$ cat config.mk
export PLATFORM = sky130hd
export DESIGN_NAME = flash_ctrl
export DESIGN_NICKNAME = d
export VERILOG_FILES = /design/src/rtl/flash_ctrl.sv
export SDC_FILE = /design/constraint.sdc
export NUM_CORES = 1
export LEC_CHECK = 0
export ABC_CLOCK_PERIOD_IN_PS = 2400
export CORE_MARGIN = 10
export CORE_UTILIZATION = 50
export DETAILED_ROUTE_END_ITERATION = 10
export PLACE_DENSITY = 0.71
export SETUP_SLACK_MARGIN = 0.1
export SLEW_MARGIN = 5
export SYNTH_ARGS = -nofsm -noshare
export SYNTH_HDL_FRONTEND = slang
export SYNTH_SLANG_ARGS = --single-unit
export TNS_END_PERCENT = 100
$ cat constraint.sdc
create_clock -name clk -period 2.4 [get_ports clk]
set_input_delay 0.24 -clock clk [delete_from_list [all_inputs] [get_ports clk]]
set_output_delay 0.24 -clock clk [all_outputs]
set_load 0.01 [all_outputs]
$ cat src/rtl/flash_ctrl.sv
// flash_ctrl: instruction-fetch responder that reads one 32-bit word from an
// SPI NOR flash with READ (0x03). It runs SPI mode 0 with a 64-bit frame:
// an 8-bit command, a 24-bit byte address, then 32 data bits.
// A one-entry last-word buffer answers a repeated fetch of the same address
// without any SPI traffic.
module flash_ctrl #(
    parameter int          CLK_DIV   = 2,
    parameter logic [23:0] BASE_ADDR = 24'h000000
) (
    input  logic        clk,
    input  logic        rst,
    input  logic        ld_flash,
    input  logic [9:0]  flash_addr_PC,
    output logic        flash_busy,
    output logic [31:0] dout_flash,
    output logic        spi_cs_n,
    output logic        spi_sck,
    output logic        spi_mosi,
    input  logic        spi_miso
);

    localparam logic [1:0] S_IDLE    = 2'd0;
    localparam logic [1:0] S_SHIFT   = 2'd1;
    localparam logic [1:0] S_RECOVER = 2'd2;
    localparam logic [1:0] S_HIT     = 2'd3;

    localparam int             DW       = (CLK_DIV > 1) ? $clog2(CLK_DIV) : 1;
    localparam logic [DW-1:0]  DIV_LAST = DW'(CLK_DIV - 1);

    logic [1:0]    state;
    logic [DW-1:0] div_cnt;    // cycles spent in the current SCK phase / recovery
    logic [5:0]    bit_cnt;    // frame bit 0..63
    logic [31:0]   tx_sh;      // remaining command/address bits, MSB next
    logic [31:0]   rx_sh;      // data bits as received, B0 in the top byte
    logic [9:0]    req_addr;
    logic [9:0]    lwb_addr;
    logic          lwb_valid;

    logic [23:0]   byte_addr;
    logic          lwb_hit;
    logic          phase_end;

    // Request decode: flash byte address (wraps at 2^24) and buffer hit check
    always_comb begin
        byte_addr = BASE_ADDR + {12'd0, flash_addr_PC, 2'b00};
        lwb_hit   = lwb_valid && (flash_addr_PC == lwb_addr);
        phase_end = (div_cnt == DIV_LAST);
    end

    assign flash_busy = (state != S_IDLE);

    // Fetch sequencer: SPI frame generation, data capture and buffer update
    always_ff @(posedge clk) begin
        if (rst) begin
            state      <= S_IDLE;
            div_cnt    <= '0;
            bit_cnt    <= '0;
            tx_sh      <= '0;
            rx_sh      <= '0;
            req_addr   <= '0;
            lwb_addr   <= '0;
            lwb_valid  <= 1'b0;
            dout_flash <= '0;
            spi_cs_n   <= 1'b1;
            spi_sck    <= 1'b0;
            spi_mosi   <= 1'b0;
        end else begin
            case (state)
                S_IDLE: begin
                    div_cnt <= '0;
                    if (ld_flash) begin
                        if (lwb_hit) begin
                            state <= S_HIT;
                        end else begin
                            state    <= S_SHIFT;
                            req_addr <= flash_addr_PC;
                            bit_cnt  <= '0;
                            spi_cs_n <= 1'b0;
                            spi_sck  <= 1'b0;
                            // first command bit goes out with CS; the rest wait in tx_sh
                            spi_mosi <= 1'b0;
                            tx_sh    <= {8'h03, byte_addr} << 1;
                        end
                    end
                end

                S_SHIFT: begin
                    if (phase_end) begin
                        div_cnt <= '0;
                        if (!spi_sck) begin
                            spi_sck <= 1'b1;
                            // data phase is the upper half of the frame
                            if (bit_cnt[5]) begin
                                rx_sh <= {rx_sh[30:0], spi_miso};
                            end
                        end else begin
                            spi_sck <= 1'b0;
                            if (bit_cnt == 6'd63) begin
                                spi_cs_n <= 1'b1;
                                spi_mosi <= 1'b0;
                                state    <= S_RECOVER;
                            end else begin
                                bit_cnt  <= bit_cnt + 6'd1;
                                // tx_sh has drained to zero by the data phase
                                spi_mosi <= tx_sh[31];
                                tx_sh    <= {tx_sh[30:0], 1'b0};
                            end
                        end
                    end else begin
                        div_cnt <= div_cnt + DW'(1);
                    end
                end

                S_RECOVER: begin
                    if (phase_end) begin
                        div_cnt    <= '0;
                        state      <= S_IDLE;
                        dout_flash <= {rx_sh[7:0], rx_sh[15:8], rx_sh[23:16], rx_sh[31:24]};
                        lwb_addr   <= req_addr;
                        lwb_valid  <= 1'b1;
                    end else begin
                        div_cnt <= div_cnt + DW'(1);
                    end
                end

                default: begin
                    state <= S_IDLE;
                end
            endcase
        end
    end

endmodule
==> results of run 1 <==
==> layer usage <==
| metal | routed length (um) | GRT usage [%] | part of all wire [%] |
|---|---|---|---|
| met1 | 5190 | 20.3 | 45 |
| met2 | 5370 | 24.6 | 47 |
| met3 | 742 | 6.00 | 6.5 |
| met4 | 123 | 5.66 | 1.1 |
| met5 | 0 | 0 | 0 |
==> cells in the mapped netlist (2+ instances only) <==
library cell,number
a21oi_1,112
mux2i_1,21
or4_1,3
o31ai_1,2
nand4_1,21
a21o_1,2
and2_1,4
clkbuf_1,32
nor2_1,19
nand2_1,156
xnor2_1,10
o21ai_0,25
buf_1,3
dfxtp_1,126
inv_1,7
nor3_1,4
buf_6,2
ha_1,5
a211oi_1,11
nand3_1,7
a311oi_1,3
buf_2,12
==> timing repair <==
| action | 4_1_cts | 5_1_grt |
|---|---|---|
| resized for setup | 0 | 1 |
| endpoints found under the setup margin | 0 | 1 |
| hold buffers | 0 | 0 |
| hold endpoints to repair | 0 | 0 |
==> cell type report <==
type                    instances  area, sq um  share of cell area [%]
clock inverters                13          236                    3.78
well taps                     133          166                    2.66
flip-flops and latches        126         2520                    40.3
multi-input cells             420         2210                    35.2
clock buffers                  18          428                    6.83
repair buffers                 71          678                    10.8
inverters                       7         26.3                   0.419
==> critical path, stage by stage (launching register included) <==
cell             delay (ps)
dfxtp_1                 380
inv_1                    90
ha_1                    240
inv_2                   130
clkdlybuf4s50_1         550
==> cell families (layout without fill, tap and decap cells) <==
group                    after synthesis  after routing  synth area share, %
AND/OR/NAND/NOR                      220            220                 18.9
AO/OA/AOI/OAI                        164            164                 18.2
flip-flops                           126            126                 50.7
buffers and inverters                 57            109                 4.98
multiplexers                          21             21                 4.23
XOR/XNOR                              10             10                 1.76
adder cells (fa/ha/maj)                5              5                 1.26
==> power by group <==
part	internal (mW)	switching (mW)	total [mW]
combinational	0.448	0.715	1.16
sequential	2.24	0.106	2.35
clock	1.93	0.930	2.86
total	4.62	1.75	6.37
==> worst max-delay path by stage <==
stage                                 from         end  cells after the start
after detailed placement  flash_addr_PC[1]    spi_cs_n                      7
after global placement    flash_addr_PC[9]    spi_cs_n                      7
final                             state[0]  flash_busy                      4
after floorplan                   state[0]   tx_sh[11]                      8
after global routing              state[0]  flash_busy                      4
after CTS                         state[0]  flash_busy                      4
==> stage by stage <==
stage	total power [mW]	cell area [sq um]	setup slack, ps	util [%]
2_1_floorplan	3.19	4970	570	-
3_3_place_gp	3.51	5600	205	57.5
5_1_grt	6.62	6260	171	64.4
4_1_cts	6.40	6260	134	64.4
6_report	6.37	6260	247	64.4
3_5_place_dp	3.53	5600	125	57.5
==> state kept, by name, indices dropped and copies added (netlist names), 2 cells and up <==
register / cells
bit_cnt: 6
dout_flash: 32
lwb_addr: 10
req_addr: 10
rx_sh: 32
state: 2
tx_sh: 29
==> key figures, run 1 <==
Logic synthesis
  • Register area share after synthesis: 50.7%
  • Ys Warns: 0
  • Synth Cell Area: 4970 sq um
  • EDFF count, synth: 0
  • Synth Register Bits: 126
  • Synth area leader: dfxtp_1
  • Syn Nets: 622
  • Synth top area share: 50.7%
  • Top post-synthesis cells by area: dfxtp_1 (51%), nand2_1 (12%), a21oi_1 (11%), mux2i_1 (4.2%), nand4_1 (2.6%)
  • Post-synth ARST share: 0%
  • Average size of a mapped cell: 8.24 sq um
  • Top_reg_cell synth: dfxtp_1
  • Post-synthesis cell count: 603
  • Distinct cells, synth: 38

Clock network
  • Clock slew at reported path FFs: 60 ps
  • Setup Buffers After CTS: 0
  • Total CTS buffers: 17
  • CTS tree: done
  • H-tree depth: 4
  • CTS Buffer Depth: 2
  • Clock sinks: 126
  • Root Buffer: clkbuf_8
  • Clock Latency Late Sink: 520 ps

STA
  • Slew Viols, Final: 0
  • Hold slack: 100 ps
  • Fin. Hold Viols: 0
  • Worst relative slew slack: 50.3%
  • FMAX: 0.464 GHz
  • Minimum clock period: 2150 ps
  • Slew at the pin closest to its max-slew limit: 743 ps
  • Setup TNS: 0 ps
  • Clock Skews: 7.33 ps
  • RSZ-0062 raised after global routing: no
  • # setup viols final: 0
  • Crit share post-route: 89.7%

Route
  • Routed Antenna Nets: 0
  • Total number of vias: 4285
  • Residual DRC count: 0
  • Routed vias/inst: 5.44
  • Avg WL per Cell: 14.5 um
  • First-pass DRT Iterations: 4
  • Overall routed net length: 11400 um
  • Initial DRC count: 293

Global route
  • Total GRT Usage: 16.0%
  • Global route overflow: 0
  • Vias in the first global route: 3940
  • First-pass GRT wire length: 19100 um
  • Initial antenna violation count: 0
  • Pin count of the biggest net entering global routing: 81

Layout
  • Final Non-Filler Cells: 788
  • Most frequent cells in the layout: nand2_1 (156), dfxtp_1 (126), a21oi_1 (112), clkdlybuf4s50_1 (48), o21ai_0 (25)
  • Layout cells sized above 1: 9.01%
  • Most common cell after layout, fill and taps aside: nand2_1
  • Layout Nets: 662
  • Area Growth Syn to Fin: 26.0%
  • ANT cells: 0
  • Filler cell count: 822

Critical path
  • Worst r2r path cells: 8
  • RR Endpoint: rx_sh[1]
  • Worst EP arrival: 1910 ps
  • CP Capture Type: output pin
  • Reg2reg setup slack: 350 ps
  • Reg2reg start: state[1]
  • CP required: 2160 ps
  • Setup crit start kind: flip-flop
  • Critical path type: reg2out
  • CP Max Fanout: 6

Die
  • FP Rows: 36
  • Die Ht: 120 um
  • Die X: 120 um
  • I/O pin total: 50
  • Effective utilization at floorplan: 51.1%
  • Core ar.: 9730 sq um
  • Total Die Area: 14300 sq um

Power
  • Maximum VDD drop: 0.000552 V
  • Power per cell area: 1020 nW/um^2
  • P_leak: 2.13 nW

Placement
  • IO buf count: 49
  • Dpl cells: 757
  • Detail Placement HPWL: 7410 um
  • Gp weighted congestion: 0.803

Run
  • Max-cap viol count: 0

Min path
  • Min-Delay Endpoint: req_addr[7]
  • Hold Path Origin: rst
  • Worst hold path type: in2reg
  • Worst hold stages: 2

Outcome
  • Status: completed
Note: power is estimated with default switching activity, not from simulation.
==> run 2: changes to the inputs <==
--- a/config.mk
+++ b/config.mk
@@ -7,9 +7,10 @@
 export LEC_CHECK = 0
 export ABC_CLOCK_PERIOD_IN_PS = 2400
 export CORE_MARGIN = 10
-export CORE_UTILIZATION = 50
+export CORE_UTILIZATION = 45
 export DETAILED_ROUTE_END_ITERATION = 10
-export PLACE_DENSITY = 0.71
+export HOLD_SLACK_MARGIN = 0.08
+export PLACE_DENSITY = 0.65
 export SETUP_SLACK_MARGIN = 0.1
 export SLEW_MARGIN = 5
 export SYNTH_ARGS = -nofsm -noshare
==> key figures, run 2 (synthesis results as in run 1) <==
Global route
  • First-pass GRT wire length: 19600 um
  • Pin count of the biggest net entering global routing: 52
  • Global route overflow: 0
  • Initial antenna violation count: 0
  • Total GRT Usage: 14.7%
  • Vias in the first global route: 4051

Critical path
  • Worst EP arrival: 1940 ps
  • CP required: 2160 ps
  • CP Max Fanout: 6
  • CP Capture Type: output pin
  • Critical path type: reg2out
  • Setup crit start kind: flip-flop

STA
  • Setup TNS: 0 ps
  • Slew Viols, Final: 0
  • # setup viols final: 0
  • Slew at the pin closest to its max-slew limit: 697 ps
  • Fin. Hold Viols: 0
  • RSZ-0062 raised after global routing: no
  • FMAX: 0.458 GHz
  • Crit share post-route: 90.9%
  • Worst relative slew slack: 53.4%
  • Clock Skews: 5.55 ps
  • Minimum clock period: 2180 ps

Placement
  • Detail Placement HPWL: 7390 um
  • IO buf count: 49
  • Gp weighted congestion: 0.846

Outcome
  • Status: completed

Layout
  • Layout Nets: 661
  • Post-Route Utilization: 57.2%
  • Layout cells sized above 1: 8.85%
  • Most common cell after layout, fill and taps aside: nand2_1
  • ANT cells: 0
  • Filler cell count: 1015
  • Most frequent cells in the layout: nand2_1 (156), dfxtp_1 (126), a21oi_1 (112), clkdlybuf4s50_1 (48), o21ai_0 (25)
  • Biggest regs: dout_flash (32), rx_sh (32), tx_sh (29)
  • Area Growth Syn to Fin: 24.8%

Route
  • First-pass DRT Iterations: 5
  • Total number of vias: 4241
  • Routed vias/inst: 5.33
  • Met1 wire length: 5240 um
  • Residual DRC count: 0
  • Routed Antenna Nets: 0
  • Uppermost layer routed: met4
  • Avg WL per Cell: 14.4 um
  • Overall routed net length: 11400 um
  • Initial DRC count: 383
  • Met3 wire len: 626 um
  • Met2 Routed Length: 5280 um

Clock network
  • Clock Latency Late Sink: 520 ps
  • Clock sinks: 126
  • CTS tree: done
  • Root Buffer: clkbuf_8
  • CTS Buffer Depth: 2
  • H-tree depth: 4
  • Clock slew at reported path FFs: 60 ps
  • Total CTS buffers: 17
  • # hold bufs at CTS: 0

Die
  • Die Ht: 125 um
  • Effective utilization at floorplan: 45.9%
  • FP Rows: 38
  • Core ar.: 10800 sq um
  • Total Die Area: 15700 sq um
  • Die X: 125 um
  • I/O pin total: 50

Power
  • Maximum VDD drop: 0.000524 V
  • P_leak: 2.08 nW
  • Power per cell area: 982 nW/um^2

Run
  • Max-cap viol count: 0

Min path
  • Worst hold path type: in2reg
[run 2: changes by cell type in the layout (fill, tap and decap cells not counted), sizes merged]
cell	previous run	this run
bufinv	6	3
clkinv	4	5
clkinvlp	1	2
inv	9	11
buf	23	22
[run 2: worst paths after layout]
| path | startpoint | to | slack [ps] | cells after the start |
|---|---|---|---|---|
| max | state[0] | flash_busy | 220 | 4 |
| min | rst | req_addr[2] | 170 | 2 |
| max reg2reg | state[1] | rx_sh[5] | 290 | 8 |
| min reg2reg | rx_sh[31] | dout_flash[7] | 450 | 2 |
[run 2: per-stage QoR]
step	setup WS (ps)	cell area, sq um	std cells	total power, mW	hold WS (ps)
3_3_place_gp	160	5600	763	3.52	437
2_1_floorplan	570	4970	603	3.19	376
5_1_grt	113	6200	795	6.36	176
6_report	219	6200	795	6.09	171
3_5_place_dp	83.9	5600	763	3.53	443
4_1_cts	192	6200	795	6.11	162
[run 2: repair_timing]
item                       in CTS  in global routing
setup endpoints to repair       1                  0
buffers inserted                0                  0
gates resized for setup         1                  0
[run 2: worst max-delay path, cell delays in order, from the launching register on]
cell	delay [ps]
dfxtp_1	390
inv_1	80
ha_1	240
inv_2	140
clkdlybuf4s50_1	560
[run 2: layout make-up]
| class | count | area, sq um | share of cell area, % |
|---|---|---|---|
| tap | 140 | 175 | 2.82 |
| clock buffer | 18 | 418 | 6.74 |
| timing repair buffer | 70 | 671 | 10.8 |
| sequential | 126 | 2520 | 40.7 |
| clock inverter | 14 | 184 | 2.97 |
| multi-input combinational | 420 | 2210 | 35.6 |
| inverter | 7 | 26.3 | 0.424 |
[run 2: layer usage]
layer | GRT usage (%) | vias to the layer above
met1 | 17.9 | 1973
met4 | 6.91 | 0
met3 | 4.65 | 22
met5 | 0 | -
li1 | - | 2140
met2 | 23.2 | 106
[run 2: where the power goes]
part / leakage [nW] / total, mW / switching (mW) / internal (mW)
Combinational: 0.777 / 1.16 / 0.721 / 0.435
Sequential: 1.02 / 2.35 / 0.112 / 2.24
Clock: 0.287 / 2.58 / 0.981 / 1.60
